[src/rtl/blackjack_pkg.sv]
// Shared types and constants for the blackjack round controller.
// Build option: define SOFT17_HIT_EN to make the dealer hit on a soft 17.
package blackjack_pkg;

  typedef enum logic [2:0] {
    ST_IDLE   = 3'd0,
    ST_P_DEAL = 3'd1,
    ST_D_DEAL = 3'd2,
    ST_P_TURN = 3'd3,
    ST_D_TURN = 3'd4,
    ST_RESULT = 3'd5
  } state_t;

  typedef enum logic [1:0] {
    RES_NONE   = 2'b00,
    RES_PLAYER = 2'b01,
    RES_DEALER = 2'b10,
    RES_PUSH   = 2'b11
  } result_t;

  localparam logic [5:0] DEALER_STAND = 6'd17;
  localparam logic [5:0] BLACKJACK    = 6'd21;
  localparam logic [5:0] SOFT_LIMIT   = 6'd11;
  localparam logic [3:0] RANK_MAX     = 4'd13;
  localparam logic [3:0] FACE_CAP     = 4'd10;

  // An ace counts 11 only while that keeps the hand at or below 21.
  function automatic logic [5:0] eff_total(input logic [5:0] hard, input logic ace);
    return (ace && (hard <= SOFT_LIMIT)) ? hard + 6'd10 : hard;
  endfunction

  function automatic logic [7:0] to_bcd(input logic [5:0] v);
    logic [3:0] tens;
    logic [3:0] ones;
    tens = 4'(v / 6'd10);
    ones = 4'(v % 6'd10);
    return {tens, ones};
  endfunction

endpackage

[src/rtl/card_value.sv]
// Decodes a 6-bit card code ({suit, rank}) into validity, ace flag and point value.
module card_value
  import blackjack_pkg::*;
(
  input  logic [5:0] i_code,
  output logic       o_valid,
  output logic       o_is_ace,
  output logic [3:0] o_value
);

  logic [3:0] w_rank;
  logic       w_unused_suit;

  assign w_rank        = i_code[3:0];
  assign w_unused_suit = ^i_code[5:4];

  assign o_valid  = (w_rank != 4'd0) && (w_rank <= RANK_MAX);
  assign o_is_ace = (w_rank == 4'd1);
  assign o_value  = (w_rank > FACE_CAP) ? FACE_CAP : w_rank;

endmodule

[src/rtl/blackjack_round_ctrl.sv]
// One-round blackjack controller: edge-detected card strobes, hand totals, outcome.
// Build option: SOFT17_HIT_EN makes the dealer keep drawing on a soft 17.
module blackjack_round_ctrl
  import blackjack_pkg::*;
(
  input  logic        clk,
  input  logic        reset,
  input  logic        more,
  input  logic        stand,
  input  logic        dcard,
  input  logic [5:0]  switch,
  input  logic [5:0]  button,
  output logic [5:0]  player_total,
  output logic [5:0]  dealer_total,
  output logic [2:0]  state_o,
  output logic [1:0]  result,
  output logic        bad_card,
  output logic [15:0] disp_digits
);

  logic    r_more_q, r_stand_q, r_dcard_q;
  state_t  r_state;
  logic [5:0] r_p_hard, r_d_hard;
  logic    r_p_ace, r_d_ace;
  result_t r_result;
  logic    r_bad;

  logic       w_more_stb, w_stand_stb, w_dcard_stb;
  logic       w_p_valid, w_p_is_ace, w_d_valid, w_d_is_ace;
  logic [3:0] w_p_value, w_d_value;
  logic [5:0] w_p_sum, w_d_sum, w_p_eff, w_d_eff;
  logic       w_d_stands;

  assign w_more_stb  = more  & ~r_more_q;
  assign w_stand_stb = stand & ~r_stand_q;
  assign w_dcard_stb = dcard & ~r_dcard_q;

  card_value u_player_card (
    .i_code   (switch),
    .o_valid  (w_p_valid),
    .o_is_ace (w_p_is_ace),
    .o_value  (w_p_value)
  );

  card_value u_dealer_card (
    .i_code   (button),
    .o_valid  (w_d_valid),
    .o_is_ace (w_d_is_ace),
    .o_value  (w_d_value)
  );

  assign w_p_sum = r_p_hard + {2'b00, w_p_value};
  assign w_d_sum = r_d_hard + {2'b00, w_d_value};
  assign w_p_eff = eff_total(r_p_hard, r_p_ace);
  assign w_d_eff = eff_total(r_d_hard, r_d_ace);

`ifdef SOFT17_HIT_EN
  // A soft 17 is an ace still being counted as 11.
  assign w_d_stands = (w_d_eff > DEALER_STAND) ||
                      ((w_d_eff == DEALER_STAND) && !(r_d_ace && (r_d_hard <= SOFT_LIMIT)));
`else
  assign w_d_stands = (w_d_eff >= DEALER_STAND);
`endif

  always_ff @(posedge clk) begin
    // Edge registers track the inputs even in reset so held levels never strobe.
    r_more_q  <= more;
    r_stand_q <= stand;
    r_dcard_q <= dcard;
    if (!reset) begin
      r_state  <= ST_IDLE;
      r_p_hard <= 6'd0;
      r_d_hard <= 6'd0;
      r_p_ace  <= 1'b0;
      r_d_ace  <= 1'b0;
      r_result <= RES_NONE;
      r_bad    <= 1'b0;
    end else begin
      r_bad <= 1'b0;
      case (r_state)
        ST_IDLE, ST_P_DEAL: begin
          if (w_more_stb) begin
            if (w_p_valid) begin
              r_p_hard <= w_p_sum;
              r_p_ace  <= r_p_ace | w_p_is_ace;
              r_state  <= (r_state == ST_IDLE) ? ST_P_DEAL : ST_D_DEAL;
            end else begin
              r_bad <= 1'b1;
            end
          end
        end
        ST_D_DEAL: begin
          if (w_dcard_stb) begin
            if (w_d_valid) begin
              r_d_hard <= w_d_sum;
              r_d_ace  <= r_d_ace | w_d_is_ace;
              r_state  <= ST_P_TURN;
            end else begin
              r_bad <= 1'b1;
            end
          end
        end
        ST_P_TURN: begin
          // Reaching 21 ends the player's turn; stand beats a same-cycle hit.
          if (w_p_eff == BLACKJACK || w_stand_stb) begin
            r_state <= ST_D_TURN;
          end else if (w_more_stb) begin
            if (w_p_valid) begin
              r_p_hard <= w_p_sum;
              r_p_ace  <= r_p_ace | w_p_is_ace;
              if (w_p_sum > BLACKJACK) begin
                r_state  <= ST_RESULT;
                r_result <= RES_DEALER;
              end
            end else begin
              r_bad <= 1'b1;
            end
          end
        end
        ST_D_TURN: begin
          if (w_d_stands) begin
            r_state <= ST_RESULT;
            if (w_p_eff > w_d_eff)      r_result <= RES_PLAYER;
            else if (w_p_eff < w_d_eff) r_result <= RES_DEALER;
            else                        r_result <= RES_PUSH;
          end else if (w_dcard_stb) begin
            if (w_d_valid) begin
              r_d_hard <= w_d_sum;
              r_d_ace  <= r_d_ace | w_d_is_ace;
              if (w_d_sum > BLACKJACK) begin
                r_state  <= ST_RESULT;
                r_result <= RES_PLAYER;
              end
            end else begin
              r_bad <= 1'b1;
            end
          end
        end
        ST_RESULT: begin
          if (w_stand_stb) begin
            r_state  <= ST_IDLE;
            r_p_hard <= 6'd0;
            r_d_hard <= 6'd0;
            r_p_ace  <= 1'b0;
            r_d_ace  <= 1'b0;
            r_result <= RES_NONE;
          end
        end
        default: r_state <= ST_IDLE;
      endcase
    end
  end

  assign player_total = w_p_eff;
  assign dealer_total = w_d_eff;
  assign state_o      = r_state;
  assign result       = r_result;
  assign bad_card     = r_bad;
  assign disp_digits  = {to_bcd(w_p_eff), to_bcd(w_d_eff)};

endmodule

[config.mk]
export PLATFORM = sky130hd
export DESIGN_NAME = blackjack_round_ctrl
export DESIGN_NICKNAME = d
export VERILOG_FILES = /design/src/rtl/blackjack_pkg.sv /design/src/rtl/card_value.sv /design/src/rtl/blackjack_round_ctrl.sv
export SDC_FILE = /design/constraint.sdc
export NUM_CORES = 1
export LEC_CHECK = 0
export CORE_MARGIN = 2
export CORE_UTILIZATION = 58
export CTS_CLUSTER_DIAMETER = 50
export CTS_CLUSTER_SIZE = 14
export DETAILED_ROUTE_END_ITERATION = 12
export GPL_ROUTABILITY_DRIVEN = 0
export GPL_TIMING_DRIVEN = 0
export PLACE_DENSITY = 0.87
export SYNTH_ARGS = -nofsm -noshare
export SYNTH_HDL_FRONTEND = slang
export SYNTH_SLANG_ARGS = --single-unit
[constraint.sdc]
create_clock -name clk -period 8.5 [get_ports clk]
set_input_delay 1.7 -clock clk [delete_from_list [all_inputs] [get_ports clk]]
set_output_delay 1.7 -clock clk [all_outputs]
set_load 0.01 [all_outputs]
==> results of run 1 <==
-- Yosys cell counts (3+ instances only) --
cell type / count
nand2_1: 27
a21oi_1: 24
inv_1: 24
dfxtp_1: 23
nor2_1: 22
ha_1: 20
o21ai_0: 16
clkbuf_1: 13
nand2b_1: 13
nor3_1: 12
nor2b_1: 9
a32o_1: 7
and2_1: 7
buf_4: 7
a21o_1: 6
and3_1: 6
nand3_1: 5
nor3b_1: 5
o31a_1: 5
xnor2_1: 5
a22oi_1: 4
a31oi_1: 4
a32oi_1: 4
nand3b_1: 4
or3_1: 4
xor2_1: 4
a221o_1: 3
a311oi_1: 3
buf_6: 3
o21bai_1: 3
o22ai_1: 3
-- report_power, final --
group / internal (uW) / switching (uW)
clock: 33.2 / 36.9
sequential: 116 / 12.0
combinational: 81.7 / 101
total: 231 / 150
-- worst register-to-register path, delay by kind of cell (launching register included) --
kind,cells,cell delay (ps)
buffers and inverters,1,150
AND/OR/NAND/NOR,1,290
AO/OA/AOI/OAI,6,1140
multiplexers,1,450
flip-flops,1,420
adder cells (fa/ha/maj),2,510
-- cells by family after synthesis --
| logic type | after synthesis |
|---|---|
| AO/OA/AOI/OAI | 117 |
| XOR/XNOR | 10 |
| adder cells (fa/ha/maj) | 23 |
| buffers and inverters | 48 |
| flip-flops | 23 |
| multiplexers | 4 |
| other | 1 |
| AND/OR/NAND/NOR | 132 |
-- sequential cells by signal, indices dropped and copies added (netlist names), 2 cells and up --
signal    flops
r_d_hard      6
r_p_hard      6
state_o       3
result        2
-- through the flow --
step / power, uW / hold slack (ps)
3_5_place_dp: 310 / 538
3_3_place_gp: 304 / 537
6_report: 381 / 581
2_1_floorplan: 253 / 517
5_1_grt: 408 / 590
4_1_cts: 381 / 566
-- worst max path at each step --
stage                                   startpoint               to  depth (start not counted)
after detailed placement  r_p_hard[1]$_SDFFE_PN0P_  disp_digits[10]                         14
after floorplan           r_d_hard[1]$_SDFFE_PN0P_   disp_digits[2]                          9
after CTS                 r_d_hard[1]$_SDFFE_PN0P_   disp_digits[2]                         11
after global placement    r_p_hard[1]$_SDFFE_PN0P_  disp_digits[10]                         14
after global routing      r_d_hard[1]$_SDFFE_PN0P_   disp_digits[2]                         11
final                     r_d_hard[1]$_SDFFE_PN0P_   disp_digits[2]                         11
-- metal layers --
metal  global-route usage [%]  vias to the layer above  share of wire (%)
met5                        0                        -                  0
met4                     4.85                        0               0.79
met3                     3.70                        9                4.2
met2                     46.0                       85                 49
met1                     35.7                     1356                 45
li1                         -                     1434                  -
-- cell type report --
cell class	count	area (sq um)	area share, %
Multi-Input combinational cell	288	2100	62.9
Sequential cell	23	460	13.8
Timing Repair Buffer	43	430	12.9
Buffer	24	140	4.20
Inverter	24	90.1	2.70
Tap cell	54	67.6	2.02
Clock buffer	3	41.3	1.24
Clock inverter	1	7.51	0.225
==> results.cfg, run 1 <==
[logic_synthesis]
syn-mean-instance-area_sq_um = 7.79
yosys.area.top_type = dfxtp_1
ys.flop_type = dfxtp_1
synth.yosys.seq_area_share_pct = 16.5
synth_top_area_share_pct = 16.5
synth-compound-area-share_pct = 33.1
yosys-top-cells-area = dfxtp_1 (17%), ha_1 (9.0%), a21oi_1 (4.3%)
synth-edff-count = 0
syn-cell-area_sq_mm = 0.00279
yosys.area_share.simple_pct = 26.1
ys_warn_count = 0
synth_top_family_by_area = compound AO/OA/AOI/OAI gates
synth_fa_ha_area_share_pct = 10.8
synth_cells = 358
ys_types = 79
async_flop_share_pct = 0
ys_ff_latch = 23
muxShareOfSynthArea_pct = 1.71
synth-xor-area-share_pct = 3.41

[clocking]
cts_root_buf = clkbuf_8
clk_latency_ps = 270
cts_tree = built
clk_path_buf_depth = 2
h-tree-depth = 1
clkSlewWorstSetupHoldPaths_ps = 80
postCtsHoldBufs = 0
cts_resized = 0
clock-sinks = 23
cts_buffers = 3
post-cts-setup-buffers = 0

[die]
fp.dieH_um = 73.3
coreArea_sq_mm = 0.00469
die_area_sq_mm = 0.00538
row_count = 25
ios = 51
die_w_um = 73.3
start_util_pct = 59.4

[sta]
setup_tns_ps = 0
min_period_over_period_pct = 65.7
slew_violations = 0
worstMarginPinSlew_ps = 670
fin_skew_ps = 2.46
layout_min_cycle_time_ps = 5580
finalSetupViolations = 0
setup_ws_ps = 2920
timing.max_slew.rel_slack_pct = 55.2
clock.fmax_ghz = 0.179
rsz0062_at_grt = no
final-hold-violation-count = 0

[layout]
fill_cells = 379
layout.nets = 446
antenna_cells = 0
final_util_pct = 71.1
design_area_sq_mm = 0.00334
final_cell_mix = clkdlybuf4s50_1 (43), nand2_1 (27), inv_1 (24), a21oi_1 (24), dfxtp_1 (23)
final_common_cell = clkdlybuf4s50_1
instances_no_fill = 460
drive_gt1_share_pct = 9.11
area_growth_syn_to_layout_pct = 19.7

[min_path]
hold_depth = 1
hold_path_end = result[1]$_SDFFE_PN0P_
hold_class = register to register
min_from = result[1]$_SDFFE_PN0P_

[critical_path]
critPathMaxStageDelay_ps = 560
crit_path_end_kind = primary output
cpMaxStageDelayCell = clkdlybuf4s50_1
cp_top_family = compound AO/OA/AOI/OAI gates
crit_path_max_fanout = 8
crit_type = register to primary output
critPathLaunchType = register
timing.rr.start = r_d_hard[1]$_SDFFE_PN0P_
crit_buf_inv = 2
reg2reg_depth = 11
worstPathRequired_ps = 6800
crit_top_cell = ha_1
r2r_end = result[1]$_SDFFE_PN0P_
cp.arrival_ps = 3880
r2r_slack_ps = 5500
crit_chain = ha_1, nor4b_1, mux2_2, ha_1, a211oi_1, o21ai_0, a2bb2oi_1, inv_1, ha_1, a22oi_1, clkdlybuf4s50_1

[grt]
antenna_found_initial = 0
overflow = 0
grt_pass1_wl_um = 11700
grt_pass1_vias = 2602
grt_max_degree = 15
gr-usage-all-layers_pct = 26.6

[detailed_routing]
vias_per_cell = 6.27
route.detailed.drc = 0
drt_iter0_markers = 263
antenna_left = 0
drt_pass1_iterations = 5
post_drt_wl_per_cell_um = 14.6
vias = 2884
wl_um = 6700

[placement]
io_buffers = 43
hpwl_um = 5270
placed_cells = 456
pre_cts_ws_ps = 3240
post_dp_cell_area_sq_mm = 0.00329

[power_and_ir_drop]
ir_worst_vdd_mv = 0.147
power.density_mw_per_mm2 = 114
cellLeakagePower_uw = 0.00140

[outcome]
outcome = finished clean

[flow_run]
cap_violations = 0
Note: power is estimated with default switching activity, not from simulation.
==> run 2: changes to the inputs <==
- CORE_UTILIZATION: 58 -> 54
- PLACE_DENSITY: 0.87 -> 0.82
- clock period: 8.5 -> 5.16 ns (I/O delays scaled with it)
==> results.cfg, run 2 (same netlist as run 1, synthesis figures left out) <==
[die]
die_area_sq_mm = 0.00575
die_w_um = 75.9
fp.dieH_um = 75.9
coreArea_sq_mm = 0.00504
ios = 51
start_util_pct = 55.3
row_count = 26

[sta]
final-hold-violation-count = 0
slew_violations = 0
layout_min_cycle_time_ps = 4900
setup_tns_ps = 0
rsz0062_at_grt = no
fin_skew_ps = 2.92
clock.fmax_ghz = 0.204
min_period_over_period_pct = 94.9
timing.max_slew.rel_slack_pct = 57.0
worstMarginPinSlew_ps = 644
finalSetupViolations = 0

[power_and_ir_drop]
ir_worst_vdd_mv = 0.221
power.density_mw_per_mm2 = 186
cellLeakagePower_uw = 0.00141

[clocking]
clock-sinks = 23
clk_latency_ps = 270
cts_tree = built
cts_buffers = 3
cts_root_buf = clkbuf_8
clkSlewWorstSetupHoldPaths_ps = 80
h-tree-depth = 1
clk_path_buf_depth = 2
postCtsHoldBufs = 0

[detailed_routing]
wl_um = 6630
antenna_left = 0
vias_per_cell = 5.94
route.detailed.drc = 0
dr.max_layer_used = met4
wl_met1_um = 3130
met3WireLength_um = 270
wl_met2_um = 3190
vias = 2828
drt_iter0_markers = 157
post_drt_wl_per_cell_um = 13.9
drt_pass1_iterations = 4

[layout]
drive_gt1_share_pct = 9.36
final_cell_mix = clkdlybuf4s50_1 (43), nand2_1 (27), inv_1 (24), a21oi_1 (24), dfxtp_1 (23)
final_common_cell = clkdlybuf4s50_1
area_growth_syn_to_layout_pct = 20.7
fill_cells = 454
instances_no_fill = 476
layout.nets = 446
antenna_cells = 0

[critical_path]
crit_path_end_kind = primary output
crit_type = register to primary output
worstPathRequired_ps = 4130
crit_path_max_fanout = 8
cp.arrival_ps = 3870
critPathLaunchType = register

[min_path]
hold_class = register to register

[grt]
grt_pass1_vias = 2503
antenna_found_initial = 0
gr-usage-all-layers_pct = 23.9
grt_max_degree = 15
grt_pass1_wl_um = 11100
overflow = 0

[outcome]
outcome = finished clean

[placement]
hpwl_um = 5210
placed_cells = 472
io_buffers = 43

[flow_run]
cap_violations = 0
-- run 2: cell counts in the layout (fill, tap and decap cells not counted) --
No cell type changed its count.
-- run 2: area by class of cell --
class / count / area [sq um] / area share (%)
Sequential cell: 23 / 460 / 13.7
Tap cell: 70 / 87.6 / 2.60
Timing Repair Buffer: 43 / 430 / 12.8
Multi-Input combinational cell: 288 / 2110 / 62.6
Clock inverter: 1 / 7.51 / 0.223
Buffer: 24 / 140 / 4.17
Clock buffer: 3 / 41.3 / 1.23
Inverter: 24 / 90.1 / 2.68
-- run 2: final timing paths --
check                                 from                     end  slack [ps]  depth (start not counted)
hold / removal      result[1]$_SDFFE_PN0P_  result[1]$_SDFFE_PN0P_         550                          1
setup / recovery  r_d_hard[1]$_SDFFE_PN0P_          disp_digits[2]         260                         11
setup reg to reg  r_d_hard[1]$_SDFFE_PN0P_  result[1]$_SDFFE_PN0P_        2230                         11
hold reg to reg     result[1]$_SDFFE_PN0P_  result[1]$_SDFFE_PN0P_         550                          1
-- run 2: power by group --
group | internal (uW) | leakage [uW] | switching, uW
Clock | 54.7 | 0.0000217 | 61.2
Combinational | 135 | 0.00120 | 164
Sequential | 191 | 0.000187 | 18.2
-- run 2: critical path: stages (launching register included) --
cell and delay, ps:
dfxtp_1 420, ha_1 240, nor4b_1 290, mux2_2 450, ha_1 230, a211oi_1 370, o21ai_0 150, a2bb2oi_1 340
inv_1 90, ha_1 290, a22oi_1 160, clkdlybuf4s50_1 570
-- run 2: per-layer routing --
metal | global-route usage, % | vias to the layer above
li1 | - | 1441
met1 | 32.8 | 1313
met2 | 40.6 | 68
met3 | 2.91 | 6
met4 | 4.09 | 0
met5 | 0 | -
-- run 2: stage by stage --
step / util (%) / worst slack (ps) / cell area, sq um / hold WS [ps] / total power, uW
global placement: 65.6 / 671 / 3310 / 527 / 503
detailed placement: 65.6 / 489 / 3310 / 530 / 511
floorplan: - / 1330 / 2790 / 517 / 416
global route: 66.7 / 11.4 / 3360 / 572 / 672
finish: 66.7 / 263 / 3360 / 546 / 624
CTS: 66.6 / 202 / 3360 / 550 / 625
-- run 2: what timing repair did --
item / in CTS / in global routing
hold endpoints to repair: 0 / 0
endpoints found under the setup margin: 0 / 4
setup buffers: 0 / 0
resized for setup: 0 / 2
==> run 3: changes to the inputs <==
- CORE_UTILIZATION: 54 -> 52
- PLACE_DENSITY: 0.82 -> 0.81
- SYNTH_HIERARCHICAL: unset -> 1
==> results.cfg, run 3 <==
[sta]
setup_tns_ps = 0
slew_violations = 0
final-hold-violation-count = 0
fin_skew_ps = 6.89
worstMarginPinSlew_ps = 572
clock.fmax_ghz = 0.209
min_period_over_period_pct = 92.6
rsz0062_at_grt = no
layout_min_cycle_time_ps = 4780
finalSetupViolations = 0
timing.max_slew.rel_slack_pct = 61.5

[logic_synthesis]
synth.yosys.seq_area_share_pct = 19.1
ys.flop_type = dfxtp_1
synth_cells = 297
ys_types = 74
synth_fa_ha_area_share_pct = 11.0
yosys.area_share.simple_pct = 24.1
synth-xor-area-share_pct = 4.73
muxShareOfSynthArea_pct = 3.64
synth-compound-area-share_pct = 28.6
syn-mean-instance-area_sq_um = 8.11
synth_top_area_share_pct = 19.1
syn-cell-area_sq_mm = 0.00241
synth_top_family_by_area = compound AO/OA/AOI/OAI gates
async_flop_share_pct = 0
ys_ff_latch = 23
synth_commonest_cells = a21oi_1 (26), dfxtp_1 (23), inv_1 (22)
synth.most_common_cell = a21oi_1
synth-edff-count = 0
yosys.area.top_type = dfxtp_1
ys_warn_count = 6
yosys-top-cells-area = dfxtp_1 (19%), ha_1 (9.4%), a21oi_1 (5.4%)

[detailed_routing]
met3WireLength_um = 216
wl_um = 5560
post_drt_wl_per_cell_um = 14.0
vias_per_cell = 5.97
drt_iter0_markers = 173
dr.max_layer_used = met4
antenna_left = 0
wl_met1_um = 2690
drt_pass1_iterations = 5
route.detailed.drc = 0
vias = 2377
wl_met2_um = 2610

[clocking]
cts_resized = 0
post-cts-setup-buffers = 0
clock-sinks = 23
cts_root_buf = clkbuf_8
cts_tree = built
postCtsHoldBufs = 0
clkSlewWorstSetupHoldPaths_ps = 80
cts_buffers = 3
clk_path_buf_depth = 2
h-tree-depth = 1
clk_latency_ps = 270

[layout]
antenna_cells = 0
area_growth_syn_to_layout_pct = 23.1
drive_gt1_share_pct = 11.3
final_cell_mix = clkdlybuf4s50_1 (44), a21oi_1 (26), dfxtp_1 (23)
layout.nets = 384
final_common_cell = clkdlybuf4s50_1
fill_cells = 401
design_area_sq_mm = 0.00296

[critical_path]
critPathLaunchType = register
cp_top_family = compound AO/OA/AOI/OAI gates
cp.arrival_ps = 3750
crit_path_end_kind = primary output
crit_buf_inv = 1
crit_chain = ha_1, nor4b_1, mux2i_2, o211ai_2, o311ai_0, o31a_1, a21oi_1, ha_1, o211a_1, a211oi_1, a21oi_1, clkdlybuf4s50_1
crit_path_max_fanout = 9
critPathMaxStageDelay_ps = 530
worstPathRequired_ps = 4130
crit_type = register to primary output
cpMaxStageDelayCell = mux2i_2

[grt]
grt_max_degree = 14
grt_pass1_wl_um = 9340
gr-usage-all-layers_pct = 22.0
grt_pass1_vias = 1992
antenna_found_initial = 0
overflow = 0

[die]
fp.dieH_um = 72.0
die_w_um = 72.0
die_area_sq_mm = 0.00519
row_count = 24
coreArea_sq_mm = 0.00441
ios = 51
start_util_pct = 54.5

[outcome]
outcome = finished clean

[placement]
hpwl_um = 4400
io_buffers = 44
post_dp_cell_area_sq_mm = 0.00292

[power_and_ir_drop]
internal_power_uw = 319
pwr-share-clk_pct = 23.4
ir_worst_vdd_mv = 0.111
seq_power_share_pct = 41.0
p_sw_uw = 157
cellLeakagePower_uw = 0.00125
p_sw_share_pct = 32.9
p_comb_share_pct = 35.6
power.density_mw_per_mm2 = 160

[flow_run]
cap_violations = 0

[min_path]
hold_class = register to register
-- run 3: cell count changes in the layout (fill, tap and decap cells not counted), moves of 5 or more --
cell | before | now
nand2b_1 | 13 | 8
mux2i_1 | 1 | 6
nor2_1 | 22 | 15
nor3_1 | 12 | 7
o21ai_0 | 16 | 10
nand2_1 | 27 | 15
nor2b_1 | 9 | 2
a22o_1 | 0 | 6
a32o_1 | 7 | 0
-- run 3: worst reg2reg max path: cells and delay by family (launching register included) --
kind                     cells  cell delay [ps]
AND/OR/NAND/NOR              1              380
buffers and inverters        1              190
multiplexers                 1              530
flip-flops                   1              390
AO/OA/AOI/OAI                7             1220
adder cells (fa/ha/maj)      2              560
-- run 3: final timing paths --
check,startpoint,end,slack [ps],depth (start not counted)
worst max-delay path,r_p_hard[1]$_SDFFE_PN0P_,disp_digits[11],380,12
worst min-delay path,result[1]$_SDFFE_PN0P_,result[1]$_SDFFE_PN0P_,490,2
worst max register to register,r_p_hard[1]$_SDFFE_PN0P_,result[1]$_SDFFE_PN0P_,1840,12
worst min register to register,result[1]$_SDFFE_PN0P_,result[1]$_SDFFE_PN0P_,490,2
-- run 3: cell type report --
type,instances,area [sq um],area share [%]
Tap cell,52,65.1,2.20
Clock buffer,3,41.3,1.39
Clock inverter,1,5.00,0.169
Sequential cell,23,460,15.5
Buffer,20,116,3.93
Inverter,24,90.1,3.04
Timing Repair Buffer,44,440,14.9
Multi-Input combinational cell,231,1740,58.9
-- run 3: kinds of logic (layout without fill, tap and decap cells) --
family / Yosys count / count (layout)
AO/OA/AOI/OAI: 96 / 96
multiplexers: 8 / 8
AND/OR/NAND/NOR: 92 / 92
adder cells (fa/ha/maj): 20 / 20
other: 1 / 2
buffers and inverters: 44 / 92
XOR/XNOR: 13 / 13
flip-flops: 23 / 23
-- run 3: power by group through the flow --
stage | clock network (uW) | logic (uW) | registers, uW
after detailed placement | 0 | 167 | 199
final | 111 | 169 | 195
after CTS | 114 | 168 | 195
after global placement | 0 | 164 | 199
after global routing | 123 | 189 | 197
after floorplan | 0 | 112 | 198
-- run 3: metrics by stage --
stage	hold slack [ps]	total power [uW]	worst slack (ps)	utilization, %	std cells
after floorplan	462	310	1500	-	298
after global placement	462	363	796	66.1	394
after detailed placement	469	366	700	66.1	394
after CTS	480	476	397	67.1	398
after global routing	500	508	172	67.1	398
final	486	475	382	67.1	398
-- run 3: metal layers --
metal  vias up  global-route usage (%)
met5         -                       0
met4         0                    4.40
met3         4                    2.08
met2        73                    35.3
met1      1101                    32.4
li1       1199                       -
